## config.mk

```make
export PLATFORM = sky130hd
export DESIGN_NAME = uart_tx_arbiter
export DESIGN_NICKNAME = d
export VERILOG_FILES = /design/src/rtl/uart_tx_arbiter.sv
export SDC_FILE = /design/constraint.sdc
export NUM_CORES = 1
export LEC_CHECK = 0
export CORE_ASPECT_RATIO = 2
export CORE_MARGIN = 3
export CORE_UTILIZATION = 41
export DETAILED_ROUTE_END_ITERATION = 16
export PLACE_DENSITY = 0.82
export SLEW_MARGIN = 20
export SYNTH_ARGS = -nofsm -noshare
export SYNTH_HDL_FRONTEND = slang
export SYNTH_SLANG_ARGS = --single-unit
```

## constraint.sdc

```tcl
create_clock -name i_Clock -period 2.1 [get_ports i_Clock]
set_clock_uncertainty 0.2 [all_clocks]
set_input_delay 0.315 -clock i_Clock [delete_from_list [all_inputs] [get_ports i_Clock]]
set_output_delay 0.315 -clock i_Clock [all_outputs]
set_load 0.01 [all_outputs]
```

## src/rtl/uart_tx_arbiter.sv

```systemverilog
// Round-robin arbiter sharing one uart_tx serializer among NUM_REQ byte sources.
// Ports: i_Clock/i_Reset, requester valid/byte/ready, uart_tx DV/byte/active/done, status.
module uart_tx_arbiter #(
  parameter int          NUM_REQ     = 4,
  parameter bit          HEADER_EN   = 1'b1,
  parameter logic [7:0]  HEADER_BASE = 8'hA0
) (
  input  logic                 i_Clock,
  input  logic                 i_Reset,
  input  logic [NUM_REQ-1:0]   i_Req_Valid,
  input  logic [8*NUM_REQ-1:0] i_Req_Byte,
  output logic [NUM_REQ-1:0]   o_Req_Ready,
  output logic                 o_Tx_DV,
  output logic [7:0]           o_Tx_Byte,
  input  logic                 i_Tx_Active,
  input  logic                 i_Tx_Done,
  output logic                 o_Busy,
  output logic [2:0]           o_Grant_Id
);

  typedef enum logic [2:0] {
    IDLE,
    HDR_ISSUE,
    HDR_WAIT,
    DATA_ISSUE,
    DATA_WAIT
  } state_t;

  state_t               state, state_n;
  logic [2:0]           last, last_n;
  logic [7:0]           data_reg, data_n;
  logic                 dv_n;
  logic [7:0]           byte_n;
  logic [NUM_REQ-1:0]   ready_n;
  logic [2:0]           grant_n;

  logic [2:0]           sel;
  logic [7:0]           sel_byte;
  logic                 hi_found;
  logic [2:0]           hi_idx, lo_idx;
  logic [7:0]           hi_byte, lo_byte;

  // Lowest valid index above last wins; otherwise wrap to lowest valid overall.
  always_comb begin
    hi_found = 1'b0;
    hi_idx   = '0;
    lo_idx   = '0;
    hi_byte  = '0;
    lo_byte  = '0;
    for (int i = NUM_REQ - 1; i >= 0; i--) begin
      if (i_Req_Valid[i]) begin
        lo_idx  = 3'(i);
        lo_byte = i_Req_Byte[8*i +: 8];
        if (3'(i) > last) begin
          hi_found = 1'b1;
          hi_idx   = 3'(i);
          hi_byte  = i_Req_Byte[8*i +: 8];
        end
      end
    end
    sel      = hi_found ? hi_idx : lo_idx;
    sel_byte = hi_found ? hi_byte : lo_byte;
  end

  always_comb begin
    state_n = state;
    last_n  = last;
    data_n  = data_reg;
    dv_n    = 1'b0;
    byte_n  = o_Tx_Byte;
    ready_n = '0;
    grant_n = o_Grant_Id;
    unique case (state)
      IDLE: begin
        if ((|i_Req_Valid) && !i_Tx_Active) begin
          last_n  = sel;
          grant_n = sel;
          data_n  = sel_byte;
          for (int i = 0; i < NUM_REQ; i++) begin
            ready_n[i] = (sel == 3'(i));
          end
          state_n = HEADER_EN ? HDR_ISSUE : DATA_ISSUE;
        end
      end
      HDR_ISSUE: begin
        if (!i_Tx_Active) begin
          dv_n    = 1'b1;
          byte_n  = HEADER_BASE | {5'b0, o_Grant_Id};
          state_n = HDR_WAIT;
        end
      end
      HDR_WAIT: begin
        if (i_Tx_Done) state_n = DATA_ISSUE;
      end
      DATA_ISSUE: begin
        if (!i_Tx_Active) begin
          dv_n    = 1'b1;
          byte_n  = data_reg;
          state_n = DATA_WAIT;
        end
      end
      DATA_WAIT: begin
        if (i_Tx_Done) state_n = IDLE;
      end
      default: state_n = IDLE;
    endcase
  end

  // last resets to the top index so the first grant lands on index 0.
  always_ff @(posedge i_Clock or posedge i_Reset) begin
    if (i_Reset) begin
      state       <= IDLE;
      last        <= 3'(NUM_REQ - 1);
      data_reg    <= '0;
      o_Tx_DV     <= 1'b0;
      o_Tx_Byte   <= '0;
      o_Req_Ready <= '0;
      o_Grant_Id  <= '0;
    end else begin
      state       <= state_n;
      last        <= last_n;
      data_reg    <= data_n;
      o_Tx_DV     <= dv_n;
      o_Tx_Byte   <= byte_n;
      o_Req_Ready <= ready_n;
      o_Grant_Id  <= grant_n;
    end
  end

  assign o_Busy = (state != IDLE);

endmodule
```

==> flow_metrics.py, run 1 <==
metrics = {
    "run_status": {
        "status": "finished clean",
    },
    "logic_synthesis": {
        "synth.area.mux_share": 0.0225,
        "synthFlopType": "dfrtp_1",
        "syn-cell-area_sq_um": 1780,
        "synthAdderAreaFrac": 0,
        "syn_avg_cell_area_sq_um": 9.05,
        "yosysSeqAreaShare": 0.394,
        "synth_edf_count": 0,
        "synth_xor_area_frac": 0.00491,
        "async_flop_share": 1.00,
        "synthCells": 197,
        "synth-compound-area-share": 0.352,
        "synth_top_family_by_area": "compound AO/OA/AOI/OAI gates",
        "synth_warnings": 0,
        "syn_nets": 237,
        "synthSimpleGateAreaFrac": 0.146,
        "ys_ff_latch": 28,
        "ys_types": 49,
    },
    "placed_design": {
        "postPlaceCellArea_sq_um": 2520,
        "routabilityCongestion": 0.914,
        "hpwl_mm": 4.10,
        "pre_cts_ws_ns": -0.0828,
        "dp_cells": 315,
        "place.port_buffers": 55,
    },
    "clock_network": {
        "clk_pin_slew_ns": 0.09,
        "cts_sinks": 28,
        "cts_max_level": 1,
        "clockRootBuffer": "clkbuf_8",
        "clk_latency_ns": 0.27,
        "cts_inserted_buffers": 3,
        "cts_tree": "done",
        "cts_buffer_depth": 2,
        "cts_hold_buffers": 0,
    },
    "global_routing": {
        "grt_max_degree": 29,
        "grt_usage": 0.206,
        "overflow": 0,
        "antenna_found_initial": 0,
        "grt_pass1_vias": 1846,
        "grt_pass1_wl_mm": 8.42,
    },
    "die": {
        "io_pins": 57,
        "die_x_microns": 52.6,
        "die_h_microns": 99.3,
        "die_area_sq_um": 5220,
        "start_util": 0.432,
        "core-area_sq_um": 4130,
        "num_rows": 33,
    },
    "worst_hold_path": {
        "min_path_type": "in2async",
    },
    "timing": {
        "rsz0062_at_grt": "no",
        "clock.fmax_mhz": 493,
        "holdWs_ns": 0.196,
        "min_period_ns": 2.03,
        "finalCritPeriodShare": 0.965,
        "hold_viol_final": 0,
        "setup_violations": 0,
        "drv_slew": 0,
        "setup_ws_ns": 0.0736,
    },
    "final_layout": {
        "fin_area_sq_um": 2590,
        "n_antenna_cell": 0,
        "drive_gt1_frac": 0.157,
        "final_cells": 319,
        "final_core_util": 0.628,
        "nets": 308,
        "area_delta_synth_final_pct": 45.5,
    },
    "critical_path": {
        "reg2reg_slack_ns": 0.07,
        "reg2regPathDepth": 5,
        "end_kind": "flop",
        "worstSetupPathType": "reg2reg",
        "crit_arrival_ns": 2.02,
        "critical_path_required_ns": 2.09,
        "worstSetupStartpointType": "flop",
        "crit_fanout": 15,
    },
    "detailed_routing": {
        "initialDrtViolationCount": 39,
        "dr.pass1.iters": 4,
        "wire_per_inst_microns": 15.4,
        "route.detailed.drc": 0,
        "vias": 1827,
        "drtAntennaViolNets": 0,
        "wirelength_mm": 4.93,
        "routed_via_density": 5.73,
    },
    "job": {
        "drv_cap": 0,
    },
    "power_and_ir_drop": {
        "powerDensity_nw_per_um2": 1040,
        "leakage_nw": 1.06,
        "worst_ir_drop_vdd_v": 0.000612,
    },
}
-- repair_timing --
action	4_1_cts	5_1_grt
buffers inserted	0	0
setup endpoints to repair	1	1
endpoints found under the hold margin	0	0
resized for setup	1	1
-- per-stage QoR --
| stage | setup TNS [ns] | total power, mW |
|---|---|---|
| 3_3_place_gp | -0.475 | 2.28 |
| 4_1_cts | 0 | 2.70 |
| 3_5_place_dp | -0.692 | 2.30 |
| 5_1_grt | 0 | 2.90 |
| 2_1_floorplan | 0 | 1.72 |
| 6_report | 0 | 2.70 |
-- worst max-delay path, stage by stage (launching register included) --
cell and delay (ns):
dfstp_2 0.70, mux2i_1 0.38, buf_4 0.21, a32o_1 0.21
o221ai_1 0.11, o21ai_1 0.15
-- cell usage after synthesis, drive strengths merged, types with 2 or more instances --
cell,number,share of area
a211oi,10,0.049
a21o,3,0.013
a21oi,6,0.017
a221oi,2,0.0098
a22o,2,0.0098
a31oi,4,0.014
a32o,6,0.034
and2,2,0.0070
and3b,2,0.0098
buf,14,0.048
clkbuf,3,0.0063
dfrtp,26,0.36
dfstp,2,0.029
inv,10,0.021
mux2i,4,0.022
nand2,21,0.044
nand2b,2,0.0070
nand3,4,0.011
nor2,9,0.019
nor2b,5,0.018
nor3,3,0.011
o211ai,7,0.032
o21a,2,0.0084
o21ai,14,0.039
o221ai,8,0.039
o22a,6,0.029
o22ai,5,0.018
-- cells in the final DEF (no fill, tap or decap), types with 8 or more instances in the layout --
cell and instances:
clkdlybuf4s50_1 54, buf_4 27, dfrtp_1 26, nand2_1 21, inv_1 10, nor2_1 9
a211oi_1 9, o21ai_0 8, o221ai_1 8
-- cell families (layout without fill, tap and decap cells) --
| logic type | after synthesis | in the layout |
|---|---|---|
| simple gates | 52 | 52 |
| buf+inv | 28 | 98 |
| other cells | 1 | 1 |
| flops | 28 | 28 |
| compound gates | 83 | 83 |
| xor+xnor | 1 | 1 |
| mux | 4 | 4 |
-- layout make-up --
cell class / count / area [sq um]
Clock buffer: 3 / 41.3
Clock inverter: 1 / 30.0
Fill cell: 348 / 1530
Inverter: 11 / 41.3
Multi-Input combinational cell: 141 / 942
Sequential cell: 28 / 703
Tap cell: 52 / 65.1
Timing Repair Buffer: 83 / 772
-- per-layer routing --
layer | vias up | share of wire | GRT usage
li1 | 878 | - | -
met1 | 860 | 0.36 | 0.233
met2 | 75 | 0.57 | 0.374
met3 | 14 | 0.034 | 0.00900
met4 | 0 | 0.040 | 0.104
met5 | - | 0 | 0
-- power breakdown --
part	internal [mW]	switching, mW
clock	0.255	0.154
sequential	0.764	0.163
combinational	0.706	0.656
total	1.72	0.973
-- path summary, 6_finish.rpt --
path,from,endpoint
max,last[1]$_DFFE_PP1P_,data_reg[1]$_DFFE_PP0P_
min,i_Reset,o_Req_Ready[1]$_DFF_PP0_
max reg2reg,last[1]$_DFFE_PP1P_,data_reg[1]$_DFFE_PP0P_
min reg2reg,data_reg[6]$_DFFE_PP0P_,data_reg[6]$_DFFE_PP0P_
max in group asynchronous,i_Reset,last[1]$_DFFE_PP1P_
min in group i_Clock,data_reg[6]$_DFFE_PP0P_,data_reg[6]$_DFFE_PP0P_
Power figures use the tool's default switching activity.
==> inputs of run 2 (changes only) <==
--- a/config.mk
+++ b/config.mk
@@ -10,6 +10,7 @@
 export CORE_UTILIZATION = 41
 export DETAILED_ROUTE_END_ITERATION = 16
 export PLACE_DENSITY = 0.82
+export SETUP_SLACK_MARGIN = 0.3
 export SLEW_MARGIN = 20
 export SYNTH_ARGS = -nofsm -noshare
 export SYNTH_HDL_FRONTEND = slang
==> flow_metrics.py, run 2 (same netlist as run 1, synthesis figures left out) <==
metrics = {
    "timing": {
        "setup_violations": 0,
        "finalCritPeriodShare": 0.871,
        "min_period_ns": 1.83,
        "rsz0062_at_grt": "yes",
        "drv_slew": 0,
        "setup_tns_ns": 0,
        "setup_ws_ns": 0.272,
        "clock.fmax_mhz": 547,
        "hold_viol_final": 0,
    },
    "detailed_routing": {
        "drtAntennaViolNets": 0,
        "routed_via_density": 5.66,
        "vias": 1869,
        "dr.pass1.iters": 4,
        "initialDrtViolationCount": 40,
        "wire_per_inst_microns": 15.7,
        "wirelength_mm": 5.18,
        "route.detailed.drc": 0,
    },
    "final_layout": {
        "seqCellArea_sq_um": 703,
        "area_delta_synth_final_pct": 55.1,
        "n_antenna_cell": 0,
        "nets": 319,
        "fin_area_sq_um": 2770,
        "multiInputGateArea_sq_um": 1020,
        "layout_commonest_cell": "clkdlybuf4s50_1",
        "fillers": 321,
        "drive_gt1_frac": 0.245,
        "final_cell_mix": "clkdlybuf4s50_1, buf_4, dfrtp_1, nand2_1, inv_1",
    },
    "power_and_ir_drop": {
        "combPwrFrac": 0.555,
        "p_clk_frac": 0.139,
        "worst_ir_drop_vdd_v": 0.000745,
        "power_frac_seq": 0.306,
        "leakage_nw": 1.14,
        "powerDensity_nw_per_um2": 1070,
        "intPower_mw": 1.91,
        "swShare": 0.358,
        "p_switching_mw": 1.07,
    },
    "global_routing": {
        "grt_usage": 0.214,
        "grt_pass1_wl_mm": 8.72,
        "grt_pass1_vias": 1916,
        "antenna_found_initial": 0,
        "overflow": 0,
        "grt_max_degree": 29,
    },
    "die": {
        "die_x_microns": 52.6,
        "num_rows": 33,
        "die_h_microns": 99.3,
        "start_util": 0.432,
        "core-area_sq_um": 4130,
        "io_pins": 57,
        "die_area_sq_um": 5220,
    },
    "critical_path": {
        "crit_arrival_ns": 1.82,
        "end_kind": "flop",
        "worstSetupPathType": "reg2reg",
        "worstSetupStartpointType": "flop",
        "crit_fanout": 7,
        "critical_path_required_ns": 2.09,
    },
    "placed_design": {
        "hpwl_mm": 4.10,
        "place.port_buffers": 55,
        "postPlaceCellArea_sq_um": 2520,
        "pre_cts_ws_ns": -0.0828,
        "routabilityCongestion": 0.914,
    },
    "clock_network": {
        "cts_hold_buffers": 0,
        "clockRootBuffer": "clkbuf_8",
        "cts_sinks": 28,
        "cts_tree": "done",
        "cts_max_level": 1,
        "clk_latency_ns": 0.27,
        "cts_buffer_depth": 2,
        "cts_inserted_buffers": 3,
        "clk_pin_slew_ns": 0.10,
    },
    "job": {
        "drv_cap": 0,
    },
    "run_status": {
        "status": "finished clean",
    },
    "worst_hold_path": {
        "min_path_type": "in2async",
    },
}
run 2: cell types whose count changed in the layout (fill, tap and decap cells not counted), sizes merged:
cell,before,now
dlygate4sd2,1,3
clkdlybuf4s50,54,51
buf,28,40
run 2: final cells by class:
type,count,share of cell area
Clock inverter,1,0.0109
Sequential cell,28,0.254
Tap cell,52,0.0235
Clock buffer,3,0.0149
Multi-Input combinational cell,141,0.368
Timing Repair Buffer,94,0.314
Inverter,11,0.0149
run 2: metrics by stage:
stage | hold slack (ns) | power (mW) | cells | utilization
floorplan | 0.179 | 1.72 | 197 | -
global placement | 0.271 | 2.28 | 315 | 0.611
detailed placement | 0.284 | 2.30 | 315 | 0.611
CTS | 0.205 | 2.87 | 326 | 0.652
global route | 0.246 | 3.18 | 330 | 0.670
finish | 0.195 | 2.97 | 330 | 0.670
run 2: timing repair:
action | CTS | global route
setup endpoints to repair | 16 | 17
resized for setup | 15 | 12
pin swaps | 7 | 3
setup buffers | 7 | 4
run 2: critical path, cell delays in order, from the launching register on:
cell and delay [ns]:
dfstp_2 0.63, buf_12 0.14, nand2_1 0.05, a31o_2 0.24, a21o_1 0.21, buf_4 0.16
o21ai_1 0.13
run 2: final timing paths:
path	start	to	slack, ns	depth (start not counted)
max in group asynchronous	i_Reset	last[1]$_DFFE_PP1P_	1.20	3
setup / recovery	last[1]$_DFFE_PP1P_	o_Grant_Id[1]$_DFFE_PP0P_	0.27	6
hold / removal	i_Reset	o_Grant_Id[0]$_DFFE_PP0P_	0.19	3
setup reg to reg	last[1]$_DFFE_PP1P_	o_Grant_Id[1]$_DFFE_PP0P_	0.27	6
hold reg to reg	data_reg[6]$_DFFE_PP0P_	data_reg[6]$_DFFE_PP0P_	0.30	2
min in group i_Clock	data_reg[6]$_DFFE_PP0P_	data_reg[6]$_DFFE_PP0P_	0.30	2
run 2: routing by layer:
layer	GRT usage	wire length, microns
met5	0	0
met4	0.116	231
met3	0.00900	140
met2	0.382	2950
met1	0.243	1860
run 2: power by group through the flow:
stage	combinational [mW]	clock, mW	sequential [mW]
6_report	1.65	0.414	0.910
5_1_grt	1.80	0.441	0.940
4_1_cts	1.54	0.414	0.909
3_5_place_dp	1.36	0	0.939
3_3_place_gp	1.35	0	0.930
2_1_floorplan	0.787	0	0.932
==> inputs of run 3 (changes only) <==
--- a/config.mk
+++ b/config.mk
@@ -15,3 +15,4 @@
 export SYNTH_ARGS = -nofsm -noshare
 export SYNTH_HDL_FRONTEND = slang
 export SYNTH_SLANG_ARGS = --single-unit
+export TNS_END_PERCENT = 1
==> flow_metrics.py, run 3 (same netlist as run 1, synthesis figures left out) <==
metrics = {
    "clock_network": {
        "clk_latency_ns": 0.27,
        "cts_buffer_depth": 2,
        "clk_pin_slew_ns": 0.09,
        "cts_tree": "done",
        "cts_max_level": 1,
        "cts_hold_buffers": 0,
        "cts_inserted_buffers": 3,
        "cts_sinks": 28,
        "clockRootBuffer": "clkbuf_8",
    },
    "detailed_routing": {
        "initialDrtViolationCount": 57,
        "vias": 1886,
        "drtAntennaViolNets": 0,
        "wirelength_mm": 5.14,
        "routed_via_density": 5.75,
        "route.detailed.drc": 0,
        "wire_per_inst_microns": 15.7,
        "dr.pass1.iters": 4,
    },
    "power_and_ir_drop": {
        "leakage_nw": 1.13,
        "worst_ir_drop_vdd_v": 0.000689,
        "power_mw": 2.91,
        "powerDensity_nw_per_um2": 1070,
    },
    "placed_design": {
        "postPlaceCellArea_sq_um": 2520,
        "place.port_buffers": 55,
        "hpwl_mm": 4.10,
        "pre_cts_ws_ns": -0.0828,
        "routabilityCongestion": 0.914,
    },
    "timing": {
        "setup_tns_ns": 0,
        "finalCritPeriodShare": 0.871,
        "setup_violations": 0,
        "hold_viol_final": 0,
        "clock.fmax_mhz": 547,
        "rsz0062_at_grt": "yes",
        "drv_slew": 0,
        "min_period_ns": 1.83,
        "setup_ws_ns": 0.272,
    },
    "critical_path": {
        "worstSetupPathType": "reg2reg",
        "crit_start": "last[1]$_DFFE_PP1P_",
        "crit_arrival_ns": 1.78,
        "reg2reg_slack_ns": 0.27,
        "end_kind": "flop",
        "critical_path_required_ns": 2.05,
        "timing.rr.end": "data_reg[7]$_DFFE_PP0P_",
        "worstSetupStartpointType": "flop",
        "reg2regPathDepth": 5,
        "crit_fanout": 7,
        "r2r_start": "last[1]$_DFFE_PP1P_",
    },
    "final_layout": {
        "layout_commonest_cell": "clkdlybuf4s50_1",
        "nets": 317,
        "n_antenna_cell": 0,
        "final_cell_mix": "clkdlybuf4s50_1, buf_4, dfrtp_1, nand2_1, inv_1",
        "fillers": 322,
        "drive_gt1_frac": 0.217,
        "area_delta_synth_final_pct": 52.7,
        "fin_area_sq_um": 2720,
    },
    "global_routing": {
        "grt_pass1_wl_mm": 8.72,
        "antenna_found_initial": 0,
        "grt_max_degree": 29,
        "grt_pass1_vias": 1915,
        "overflow": 0,
        "grt_usage": 0.214,
    },
    "job": {
        "drv_cap": 0,
    },
    "die": {
        "start_util": 0.432,
        "die_area_sq_um": 5220,
        "num_rows": 33,
        "die_x_microns": 52.6,
        "die_h_microns": 99.3,
        "core-area_sq_um": 4130,
        "io_pins": 57,
    },
    "run_status": {
        "status": "finished clean",
    },
    "worst_hold_path": {
        "min_path_type": "in2async",
    },
}
## run 3: cell types whose count changed in the layout (fill, tap and decap cells not counted), sizes merged
cell	previous run	this run
dlygate4sd2	3	2
clkdlybuf4s15	0	1
dlymetal6s2s	0	1
buf	40	37
## run 3: metal layers
| metal | wire length, microns | GRT usage | vias up |
|---|---|---|---|
| li1 | - | - | 895 |
| met1 | 1830 | 0.243 | 881 |
| met2 | 2890 | 0.381 | 91 |
| met3 | 193 | 0.00750 | 19 |
| met4 | 229 | 0.118 | 0 |
| met5 | 0 | 0 | - |
## run 3: how the worst max path moves through the flow
stage	end	slack, ns
after floorplan	data_reg[0]$_DFFE_PP0P_	0.35
after global placement	data_reg[0]$_DFFE_PP0P_	-0.08
after detailed placement	data_reg[0]$_DFFE_PP0P_	-0.08
after CTS	data_reg[3]$_DFFE_PP0P_	0.27
after global routing	o_Req_Ready[0]$_DFF_PP0_	0.19
final	data_reg[7]$_DFFE_PP0P_	0.27
## run 3: area by class of cell
type                            count  area (sq um)  share of cell area
Timing Repair Buffer               92           855               0.314
Inverter                           11          41.3              0.0152
Sequential cell                    28           703               0.258
Multi-Input combinational cell    141           987               0.363
Clock buffer                        3          41.3              0.0152
Tap cell                           52          65.1              0.0239
Clock inverter                      1          30.0              0.0110
## run 3: timing repair
action,4_1_cts,5_1_grt
endpoints found under the setup margin,16,18
buffers inserted,7,2
endpoints found under the hold margin,0,0
resized for setup,13,4
pin swaps,4,1
## run 3: power breakdown
group	total, mW	switching [mW]	internal, mW
Clock	0.410	0.156	0.255
Combinational	1.59	0.741	0.850
Sequential	0.908	0.144	0.764
## run 3: critical path, cell delays in order, from the launching register on
cell	delay, ns
dfstp_2	0.63
buf_12	0.14
nor3b_2	0.05
a221o_1	0.38
o221ai_1	0.22
o22ai_1	0.09
## run 3: per-stage QoR
| step | hold WS, ns | std cells | util |
|---|---|---|---|
| after global routing | 0.246 | 328 | 0.659 |
| final | 0.192 | 328 | 0.659 |
| after detailed placement | 0.284 | 315 | 0.611 |
| after CTS | 0.205 | 326 | 0.652 |
| after floorplan | 0.179 | 197 | - |
| after global placement | 0.271 | 315 | 0.611 |
